File: config.mk
export PLATFORM = sky130hd
export DESIGN_NAME = decode_packet
export DESIGN_NICKNAME = d
export VERILOG_FILES = /design/src/rtl/router_pkt_pkg.sv /design/src/rtl/decode_packet_flit_hdr_check.sv /design/src/rtl/decode_packet.sv
export SDC_FILE = /design/constraint.sdc
export NUM_CORES = 2
export LEC_CHECK = 0
export CELL_PAD_IN_SITES_DETAIL_PLACEMENT = 2
export CELL_PAD_IN_SITES_GLOBAL_PLACEMENT = 2
export CORE_AREA = 3 3 427 429
export CTS_CLUSTER_DIAMETER = 30
export DETAILED_ROUTE_END_ITERATION = 16
export DIE_AREA = 0 0 430 432
export PLACE_DENSITY_LB_ADDON = 0.1
export REMOVE_ABC_BUFFERS = 1
export SLEW_MARGIN = 20
export SYNTH_ARGS = -nofsm -noshare
export SYNTH_HDL_FRONTEND = slang
export SYNTH_HIERARCHICAL = 1
export SYNTH_SLANG_ARGS = --single-unit
File: constraint.sdc
create_clock -name clk -period 4 [get_ports clk]
set_input_delay 0.4 -clock clk [delete_from_list [all_inputs] [get_ports clk]]
set_output_delay 0.4 -clock clk [all_outputs]
set_load 0.03 [all_outputs]
File: src/rtl/router_pkt_pkg.sv
// Shared flit-format definitions for the Aurora packetizer and de-packetizer.
package router_pkt_pkg;

    // Flit field layout: {payload, ttl, pkt_number, src_router}
    localparam int SRC_LSB        = 0;
    localparam int SRC_W          = 2;
    localparam int SEQ_LSB        = 2;
    localparam int SEQ_W          = 5;
    localparam int TTL_LSB        = 7;
    localparam int TTL_W          = 2;
    localparam int PAYLOAD_LSB    = 9;

    // Payload carried by flits 0..17 and by the shorter final flit 18
    localparam int FLIT_PAYLOAD_W = 55;
    localparam int LAST_PAYLOAD_W = 44;
    localparam int FMT_LSB        = PAYLOAD_LSB + LAST_PAYLOAD_W;

    localparam int NUMBER_PACKET  = 19;

    typedef enum logic [1:0] {
        IDLE    = 2'd0,
        COLLECT = 2'd1,
        DONE    = 2'd2
    } state_t;

    // One-hot after prioritisation; at most one bit is set per flit
    typedef struct packed {
        logic seq;
        logic src;
        logic dup;
        logic fmt;
    } flit_err_t;

    typedef logic [NUMBER_PACKET-1:0] bitmap_t;

endpackage

File: src/rtl/decode_packet_flit_hdr_check.sv
// Combinational flit header decode and validity checks against the
// current frame's received bitmap and latched source router.
module flit_hdr_check
    import router_pkt_pkg::*;
#(
    parameter int AURORA_DATA_WIDTH = 64
) (
    input  logic [AURORA_DATA_WIDTH-1:0] data,
    input  bitmap_t                      bitmap,
    input  logic [SRC_W-1:0]             src_latched,
    input  logic                         first,
    output logic [SEQ_W-1:0]             idx,
    output logic [SRC_W-1:0]             src,
    output logic [FLIT_PAYLOAD_W-1:0]    payload,
    output logic [LAST_PAYLOAD_W-1:0]    last_payload,
    output bitmap_t                      idx_onehot,
    output logic                         is_last,
    output logic                         accept,
    output flit_err_t                    err
);

    logic seq_bad;
    logic src_bad;
    logic dup_bad;
    logic fmt_bad;

    // TTL is carried on the link but has no meaning on the receive side
    logic [TTL_W-1:0] ttl_unused;
    assign ttl_unused = data[TTL_LSB +: TTL_W];

    // Field extraction, raw checks, then priority resolution seq > src > dup > fmt
    always_comb begin
        // NOTE: every output gets a default first so no path through this block can infer a latch.
        idx          = data[SEQ_LSB +: SEQ_W];
        src          = data[SRC_LSB +: SRC_W];
        payload      = data[PAYLOAD_LSB +: FLIT_PAYLOAD_W];
        last_payload = data[PAYLOAD_LSB +: LAST_PAYLOAD_W];
        idx_onehot   = bitmap_t'(1) << idx;
        is_last      = (idx == SEQ_W'(NUMBER_PACKET - 1));

        seq_bad = (idx >= SEQ_W'(NUMBER_PACKET));
        src_bad = !first && (src != src_latched);
        dup_bad = |(bitmap & idx_onehot);
        fmt_bad = is_last && (|data[AURORA_DATA_WIDTH-1:FMT_LSB]);

        err = '0;
        if (seq_bad) begin
            err.seq = 1'b1;
        end else if (src_bad) begin
            err.src = 1'b1;
        end else if (dup_bad) begin
            err.dup = 1'b1;
        end else if (fmt_bad) begin
            err.fmt = 1'b1;
        end

        // A format problem is reported but the flit is still used
        accept = !(seq_bad || src_bad || dup_bad);
    end

endmodule

File: src/rtl/decode_packet.sv
// Reassembles 19 Aurora flits (any order) into one 1034-bit DFX frame and
// hands it to the decode controller over valid/ready.
module decode_packet
    import router_pkt_pkg::*;
#(
    parameter int DATA_WIDTH        = 1024,
    parameter int ADDR_WIDTH        = 10,
    parameter int DATA_DFX_WIDTH    = DATA_WIDTH + ADDR_WIDTH,
    parameter int NUMBER_PACKET     = 19,
    parameter int AURORA_DATA_WIDTH = 64,
    parameter int TIMEOUT_CYCLES    = 1024
) (
    input  logic                         clk,
    input  logic                         rst,
    input  logic                         pkt_valid,
    output logic                         pkt_ready,
    input  logic [AURORA_DATA_WIDTH-1:0] data_recv,
    output logic                         dfx_valid,
    input  logic                         dfx_ready,
    output logic [DATA_DFX_WIDTH-1:0]    data_dfx_recv,
    output logic [SRC_W-1:0]             src_router_out,
    output logic                         err_seq,
    output logic                         err_dup,
    output logic                         err_src,
    output logic                         err_fmt,
    output logic                         err_timeout
);

    localparam int CNT_W = $clog2(TIMEOUT_CYCLES);

    state_t                    state;
    state_t                    next_state;
    bitmap_t                   bitmap;
    bitmap_t                   bitmap_set;
    logic [CNT_W-1:0]          idle_cnt;
    logic [SRC_W-1:0]          src_latched;
    logic [DATA_DFX_WIDTH-1:0] frame;

    logic                      fire;
    logic                      timeout_hit;
    logic                      process;
    logic                      write_en;
    logic                      complete;

    logic [SEQ_W-1:0]          idx;
    logic [SRC_W-1:0]          src;
    logic [FLIT_PAYLOAD_W-1:0] payload;
    logic [LAST_PAYLOAD_W-1:0] last_payload;
    bitmap_t                   idx_onehot;
    logic                      is_last;
    logic                      accept;
    flit_err_t                 err;

    flit_hdr_check #(
        .AURORA_DATA_WIDTH (AURORA_DATA_WIDTH)
    ) u_hdr (
        .data         (data_recv),
        .bitmap       (bitmap),
        .src_latched  (src_latched),
        .first        (state == IDLE),
        .idx          (idx),
        .src          (src),
        .payload      (payload),
        .last_payload (last_payload),
        .idx_onehot   (idx_onehot),
        .is_last      (is_last),
        .accept       (accept),
        .err          (err)
    );

    assign pkt_ready      = !rst && (state != DONE);
    assign dfx_valid      = (state == DONE);
    assign data_dfx_recv  = frame;
    assign src_router_out = src_latched;

    // A timeout wins over any flit presented in the same cycle
    assign fire        = pkt_valid && pkt_ready;
    assign timeout_hit = (state == COLLECT) && (idle_cnt == CNT_W'(TIMEOUT_CYCLES - 1));
    assign process     = fire && !timeout_hit;
    assign write_en    = process && accept;
    assign bitmap_set  = bitmap | idx_onehot;
    assign complete    = write_en && (&bitmap_set);

    // State register
    always_ff @(posedge clk) begin
        // NOTE: clocked state uses non-blocking assignments so every register samples pre-edge values.
        if (rst) begin
            state <= IDLE;
        end else begin
            state <= next_state;
        end
    end

    // Next-state logic
    always_comb begin
        next_state = state;
        case (state)
            IDLE:    if (write_en)    next_state = COLLECT;
            COLLECT: if (timeout_hit) next_state = IDLE;
                     else if (complete) next_state = DONE;
            DONE:    if (dfx_ready)   next_state = IDLE;
            default: next_state = IDLE;
        endcase
    end

    // Received bitmap and idle-cycle counter
    always_ff @(posedge clk) begin
        if (rst) begin
            bitmap   <= '0;
            idle_cnt <= '0;
        end else if (state == DONE) begin
            idle_cnt <= '0;
            if (dfx_ready) begin
                bitmap <= '0;
            end
        end else if (timeout_hit) begin
            bitmap   <= '0;
            idle_cnt <= '0;
        end else if (fire) begin
            idle_cnt <= '0;
            if (write_en) begin
                bitmap <= bitmap_set;
            end
        end else if (state == COLLECT) begin
            idle_cnt <= idle_cnt + CNT_W'(1);
        end
    end

    // Source router is defined by the first flit that opens a frame
    always_ff @(posedge clk) begin
        if (rst) begin
            src_latched <= '0;
        end else if ((state == IDLE) && write_en) begin
            src_latched <= src;
        end
    end

    // Frame register: each flit writes only its own slice
    always_ff @(posedge clk) begin
        // NOTE: the frame is a wide register, not a RAM, and its reset value is visible on the port, so it is reset.
        if (rst) begin
            frame <= '0;
        end else if (write_en) begin
            if (is_last) begin
                frame[DATA_DFX_WIDTH-1 -: LAST_PAYLOAD_W] <= last_payload;
            end
            for (int k = 0; k < NUMBER_PACKET - 1; k++) begin
                if (!is_last && (idx == SEQ_W'(k))) begin
                    frame[k*FLIT_PAYLOAD_W +: FLIT_PAYLOAD_W] <= payload;
                end
            end
        end
    end

    // Single-cycle error pulses, one cycle after the offending flit
    always_ff @(posedge clk) begin
        if (rst) begin
            err_seq     <= 1'b0;
            err_src     <= 1'b0;
            err_dup     <= 1'b0;
            err_fmt     <= 1'b0;
            err_timeout <= 1'b0;
        end else begin
            err_seq     <= process && err.seq;
            err_src     <= process && err.src;
            err_dup     <= process && err.dup;
            err_fmt     <= process && err.fmt;
            err_timeout <= timeout_hit;
        end
    end

endmodule

==> Word-level counts from Yosys, hierarchy flattened <==
Index checks and enable logic that the tools add are counted.
{ "classes": {"add_sub_neg": 1, "magnitude_cmp": 1, "n_eq_ne": 26, "shift": 1, "n_mux": 17, "n_bitwise": 2, "n_reduce_logical": 67} }
{ "ops": {"columns": ["operator", "count"], "rows": [
  ["$mux W19", 5],
  ["$eq A5 B4 Y1 const B", 8],
  ["$reduce_and A2 Y1", 19],
  ["$logic_and A1 B1 Y1", 31],
  ["$eq A5 B3 Y1 const B", 4],
  ["$and A19 B19 Y19", 1],
  ["$or A19 B19 Y19", 1],
  ["$reduce_and A19 Y1", 1],
  ["$reduce_or A19 Y1", 1],
  ["$shl A1 B5 Y19 const A", 1],
  ["$eq A5 B5 Y1 const B", 3],
  ["$reduce_or A11 Y1", 1],
  ["$add A10 B1 Y10 const B", 1],
  ["$eq A10 B10 Y1 const B", 1],
  ["$eq A5 B2 Y1 const B", 2],
  ["$mux W2", 5],
  ["$pmux W2 S3", 1],
  ["$reduce_and A3 Y1", 2],
  ["$reduce_bool A3 Y1", 2],
  ["$eq A5 B1 Y1 const B", 1],
  ["$ge A5 B5 Y1 const B", 1],
  ["$logic_not A1 Y1", 5],
  ["$logic_not A5 Y1", 1],
  ["$mux W1", 5],
  ["other kinds (10)", 12]
]} }
{ "totals": {"ff_bits": 1072, "inputBits": 68} }

==> Logic depth before layout (Yosys ltp) <==
{ "depth": {"ltp_word": 11, "mapped_depth": 15} }

==> Hierarchy <==
The synthesis kept the hierarchy.
{ "modules_own_cells": {"columns": ["module", "n_inst", "cells_each", "area_per_inst_um2", "seq_area_each_um2"], "rows": [
  ["decode_packet", 1, 4738, 39011.2, 21460.6],
  ["flit_hdr_check", 1, 179, 1283.7, 0.0]
]} }

==> Worst setup path before layout <==
Ideal clock, no wire load.
{ "synth_path": {"path_kind": "input port to flip-flop", "from": "input data_recv[4]", "to": "register frame[383] (netlist: data_dfx_recv[383])", "setup_time_ns": 0.140, "t_arrival_ns": 2.939, "path_slack_ns": 0.921, "path_stages": 13, "n_path_buf": 4, "cell_sequence": "mux4_2 nand2b_2 o311ai_4 nor4_1 nand2_1 or3_1 buf_2 buf_6 or4_1 buf_2 clkbuf_1 nand2_1 a21oi_1"} }
{ "synth_via": {"elab_chain_len": 7, "word_cells_on_any_way": 13, "classes_between": "order compare (1); eq/ne (2); shift (1); bitwise (1); reduce/logical (8)"} }
{ "synth_lines": {"columns": ["item", "line", "rtl"], "rows": [
  ["start, declared", "decode_packet.sv:17", "input logic [AURORA_DATA_WIDTH-1:0] data_recv,"],
  ["$shl A1 B5 Y19", "decode_packet_flit_hdr_check.sv:38", "idx_onehot = bitmap_t'(1) << idx;"],
  ["$and A19 B19 Y19", "decode_packet_flit_hdr_check.sv:43", "dup_bad = |(bitmap & idx_onehot);"],
  ["$reduce_or A19 Y1", "decode_packet_flit_hdr_check.sv:43", null],
  ["$logic_or A1 B1 Y1 (*)", "decode_packet_flit_hdr_check.sv:58", "accept = !(seq_bad || src_bad || dup_bad);"],
  ["$logic_not A1 Y1 (*)", "decode_packet_flit_hdr_check.sv:58", null],
  ["via accept", "decode_packet.sv:51", "logic accept;"],
  ["$logic_and A1 B1 Y1 (*)", "decode_packet.sv:80", "assign write_en = process && accept;"],
  ["$reduce_and A2 Y1 (no line) (*)", null, null],
  ["end signal, assigned by index", "decode_packet.sv:145", "frame[DATA_DFX_WIDTH-1 -: LAST_PAYLOAD_W] <= last_payload;"],
  ["end signal, assigned by index", "decode_packet.sv:149", "frame[k*FLIT_PAYLOAD_W +: FLIT_PAYLOAD_W] <= payload;"],
  ["end, declared", "decode_packet.sv:37", "logic [DATA_DFX_WIDTH-1:0] frame;"]
]} }
The timed path passes the listed nets; every way through them passes the cells marked *.
A chain may end at the register's enable or synchronous reset.

==> Final worst setup path <==
{ "layout_path": {"from": "register bitmap[12]", "to": "register frame[14] (netlist: data_dfx_recv[14])"} }
{ "layout_via": {"elab_chain_len": 6} }
{ "layout_lines": {"columns": ["item", "line", "rtl"], "rows": [
  ["start, declared", "decode_packet.sv:33", "bitmap_t bitmap;"],
  ["start signal, assigned", "decode_packet.sv:122", "bitmap <= bitmap_set;"],
  ["$and A19 B19 Y19", "decode_packet_flit_hdr_check.sv:43", null],
  ["$reduce_or A19 Y1", "decode_packet_flit_hdr_check.sv:43", null],
  ["$logic_or A1 B1 Y1", "decode_packet_flit_hdr_check.sv:58", null],
  ["$logic_not A1 Y1", "decode_packet_flit_hdr_check.sv:58", null],
  ["via accept", "decode_packet.sv:51", null],
  ["$logic_and A1 B1 Y1", "decode_packet.sv:80", null],
  ["$reduce_and A2 Y1 (no line)", null, null]
]} }
The timed path passes the listed nets, and every way through them passes these cells.

==> metrics.log <==
[metrics] largest incremental delay on the critical path: 0.48 ns
[metrics] Fmax: 287 MHz
[metrics] vias per std cell: 4.58
[metrics] largest net degree at the start of global routing: 157
[metrics] post-cts gate resize count: 0
[metrics] biggest area consumer among synthesized cells: sky130_fd_sc_hd__dfxtp_1
[metrics] post-route cell area: 66000 um2
[metrics] number of buffers added to fix hold violations after cts: 4
[metrics] first-pass iteration count of the detailed router: 5
[metrics] buffer levels on the longest clock path: 4
[metrics] total number of cells along the worst setup path: 12
[metrics] hold violation count in the final report: 0
[metrics] gp weighted congestion: ~0.78
[metrics] run status: completed
[metrics] number of setup buffers added after CTS: 0
[metrics] startpoint class of the critical path: register
[metrics] final slew viol count: 0
[metrics] total global routing track utilization: 25.0%
[metrics] final setup vio count: 0
[metrics] top_reg_cell synth: sky130_fd_sc_hd__dfxtp_1
[metrics] number of global-route vias before repair: 42800
[metrics] initial detailed-routing violation count: 1748
[metrics] logic depth of the worst register-to-register path: 12
[metrics] type of the worst setup path: reg2reg
[metrics] leakage component of the power: 22.3 nW
[metrics] CTS Root Cell: sky130_fd_sc_hd__clkbuf_16
[metrics] Critical Path Sink Type: register
[metrics] number of sinks driven by the clock tree: 1072
[metrics] later-pin clock latency in the skew report: 0.95 ns
[metrics] count of warnings emitted by yosys: 6
[metrics] Top delay family on crit path: simple AND/OR/NAND/NOR gates
[metrics] y dimension of the die: 432 um
[metrics] initial core utilization: 22.6%
[metrics] post-synthesis cell area: 40300 um2
[metrics] clock buffers created by TritonCTS: 369
[metrics] internal power consumption: approximately 30 mW
[metrics] area delta synth->final: 63.8%
[metrics] aggregate global routing overflow: 0
[metrics] reported net switching power: 8.46 mW
[metrics] Max rail drop VDD: 0.000395 V
[metrics] Sw Ratio: 21.8%
[metrics] count of input and output buffers: 1108
[metrics] post-detailed-route count of antenna-violating nets: 0
[metrics] number of antenna violations at the first check in global routing: 6
[metrics] cells after synthesis: 4917
[metrics] clock slew at reported path FFs: 0.04 ns
[metrics] post-detail-place hpwl: between 150000 and 200000 um
[metrics] net count reported at finish: 6107
[metrics] cell with the most instances after synthesis: sky130_fd_sc_hd__nand2_1
[metrics] register bit count reported by yosys: 1072
[metrics] row count: 155
[metrics] normalized max-slew margin: between 20% and 30%
[metrics] final worst-path cycle share: 87.2%
[metrics] combinational fraction of design power: 2.4%
[metrics] Syn Area/Cell: 8.20 um2
[metrics] fraction of synthesis flops using an asynchronous set or reset pin: 0%
[metrics] ranking of synthesized cells by area: sky130_fd_sc_hd__dfxtp_1 53%, sky130_fd_sc_hd__nand2_1 18%, sky130_fd_sc_hd__a21oi_1 8.8%, sky130_fd_sc_hd__a21oi_2 6.4%, sky130_fd_sc_hd__buf_2 2.4%
[metrics] Unique masters post-synth: 55
[metrics] library cell contributing the largest single delay on the critical path: sky130_fd_sc_hd__mux4_2
[metrics] WHS Path Cells: 3
[metrics] overall routed net length: 240000 um
[metrics] fraction of synthesized cell area taken by the top area cell type: 53.3%
[metrics] Crit path buffers/inverters: 3
[metrics] Die Width: 430 um
[metrics] clock tree from TritonCTS: built
[metrics] die outline area: 186000 um2
[metrics] first-pass GRT wire length: approximately 330000 um
[metrics] clock network power share: a little over two thirds
[metrics] actual slew at the worst max-slew pin: 1.13 ns
[metrics] number of synthesized flops with an enable pin: 0
[metrics] areal power density over the cells: 588 nW/um2
[metrics] number of max-cap violations: 0
[metrics] time the final worst path needs with I/O delays and setup: roughly 3.5 ns
[metrics] Fin Hold WS: 0.0152 ns
[metrics] layout cell share with drive strength beyond 1: between 15 and 20%
[metrics] via count: 39700
[metrics] largest fanout of any net on the critical path: 33
[metrics] wire length per cell after detailed routing: 27.6 um
[metrics] area of the placeable core: 179000 um2
[metrics] Residual DRC: 0
[metrics] worst hold path type: in2reg
[metrics] RSZ-0062 raised after global routing: no
[metrics] final clock skew: 0.0685 ns
[metrics] Top-Level Pins: 1111
[metrics] Area after DPL: approximately 54000 um2
[metrics] data required time of the critical path: 4.81 ns
[metrics] most frequent cells after synthesis: 1974 x sky130_fd_sc_hd__nand2_1, 1072 x sky130_fd_sc_hd__dfxtp_1, 708 x sky130_fd_sc_hd__a21oi_1, 293 x sky130_fd_sc_hd__a21oi_2, 212 x sky130_fd_sc_hd__clkbuf_1
[metrics] H-tree depth: 5
[metrics] critical-path cell list: mux4_2, nand2b_2, o311ai_4, nor4_1, nand2_1, or3_2, buf_12, nor4_4, buf_4, buf_12, nand2_1, a21oi_1
[metrics] arrival time worst endpoint: roughly 4.3 ns
[metrics] sequential fraction of design power: ~28%
[metrics] share of the yosys chip area belonging to registers: between 50% and 60%
[final cells by class]
cell class                      count  area (um2)
Fill cell                       19600      113000
Sequential cell                  1072       21500
Multi-Input combinational cell   3283       15900
Timing Repair Buffer             1308       13800
Clock buffer                      554       11000
Tap cell                         2355        2950
Clock inverter                     95         838
Inverter                            4        15.0
Antenna cell                        2        5.00
[layer usage]
| metal | routed length [um] | GRT usage, % | up-vias |
|---|---|---|---|
| li1 | - | - | 18100 |
| met3 | 12300 | 6.41 | 412 |
| met2 | 122000 | 44.8 | 1120 |
| met4 | 12600 | 12.7 | 0 |
| met1 | 93000 | 27.2 | 20100 |
| met5 | 0 | 0 | - |
[registers in the layout, summed over array words and instances (netlist names)]
register	cells
err_seq	1
err_src	1
data_dfx_recv	1034
err_fmt	1
src_router_out	2
err_dup	1
bitmap	19
state	2
idle_cnt	10
err_timeout	1
[power groups by stage]
stage,Clock (mW),Sequential [mW],Combinational [mW]
6_report,27.1,10.8,0.929
5_1_grt,28.4,10.8,0.991
4_1_cts,27.6,10.8,0.951
3_5_place_dp,0,11.0,0.944
3_3_place_gp,0,11.0,0.948
2_1_floorplan,0,11.0,0.132
[cell usage in the layout (no fill, tap or decap), types with 3 or more instances in the layout]
cell / n
sky130_fd_sc_hd__dlygate4sd3_1: 5
sky130_fd_sc_hd__inv_1: 4
sky130_fd_sc_hd__clkdlybuf4s50_1: 1102
sky130_fd_sc_hd__or4_4: 15
sky130_fd_sc_hd__nor2b_1: 4
sky130_fd_sc_hd__nand4_1: 5
sky130_fd_sc_hd__bufinv_16: 12
sky130_fd_sc_hd__clkbuf_8: 97
sky130_fd_sc_hd__xor2_1: 6
sky130_fd_sc_hd__nand3b_1: 5
sky130_fd_sc_hd__buf_12: 98
sky130_fd_sc_hd__buf_4: 97
sky130_fd_sc_hd__a21oi_2: 293
sky130_fd_sc_hd__clkbuf_16: 376
sky130_fd_sc_hd__or3_1: 3
sky130_fd_sc_hd__nor3b_1: 3
sky130_fd_sc_hd__nor2_1: 110
sky130_fd_sc_hd__nor4_4: 16
sky130_fd_sc_hd__a21oi_1: 708
sky130_fd_sc_hd__nand3_1: 4
sky130_fd_sc_hd__nor4_1: 7
sky130_fd_sc_hd__a211o_1: 3
sky130_fd_sc_hd__dfxtp_1: 1072
sky130_fd_sc_hd__xnor2_1: 5
sky130_fd_sc_hd__nand2b_1: 6
sky130_fd_sc_hd__nand2_1: 1974
sky130_fd_sc_hd__nor3_1: 6
sky130_fd_sc_hd__clkinv_2: 76
sky130_fd_sc_hd__and2_1: 5
sky130_fd_sc_hd__clkbuf_1: 81
sky130_fd_sc_hd__or3b_2: 3
sky130_fd_sc_hd__o22ai_1: 6
sky130_fd_sc_hd__mux2i_1: 59
sky130_fd_sc_hd__buf_2: 5
sky130_fd_sc_hd__inv_6: 4
[metrics by stage]
step                setup TNS [ns]  std cells  setup slack (ns)  power (mW)  utilization (%)
finish                           0       8673             0.512        38.8             37.0
global route                     0       8671             0.330        40.1             37.0
CTS                              0       8670             0.465        39.4             37.0
detailed placement          -10.17       8017            -0.186        11.9             30.3
global placement             -6.48       8017            -0.131        11.9             30.3
floorplan                 -1317.98       4359             -4.67        11.1                -
[worst min-delay path, stage by stage]
cell	delay [ns]
sky130_fd_sc_hd__buf_2	0.28
sky130_fd_sc_hd__nand2_1	0.13
sky130_fd_sc_hd__a21oi_1	0.06
[logic make-up (layout without fill, tap and decap cells)]
group                      Yosys count  in the layout  synth area share (%)
buffers and inverters              562           1961                  7.57
AOI/OAI and AO/OA                 1027           1027                  15.7
other                                0              2                     0
xor gates and xnor gates            11             11                 0.239
and+or+nand+nor                   2184           2184                  21.7
muxes                               60             60                  1.52
DFF                               1072           1072                  53.3
adders and majority gates            1              1                0.0310
[worst paths after layout]
kind / from / endpoint / slack [ns]
worst min register to register: data_dfx_recv[611] / data_dfx_recv[611] / 0.45
worst min-delay path: data_recv[43] / data_dfx_recv[34] / 0.02
worst max-delay path: bitmap[12] / data_dfx_recv[14] / 0.51
worst max register to register: bitmap[12] / data_dfx_recv[14] / 0.51
(Power assumes the default switching activity.)
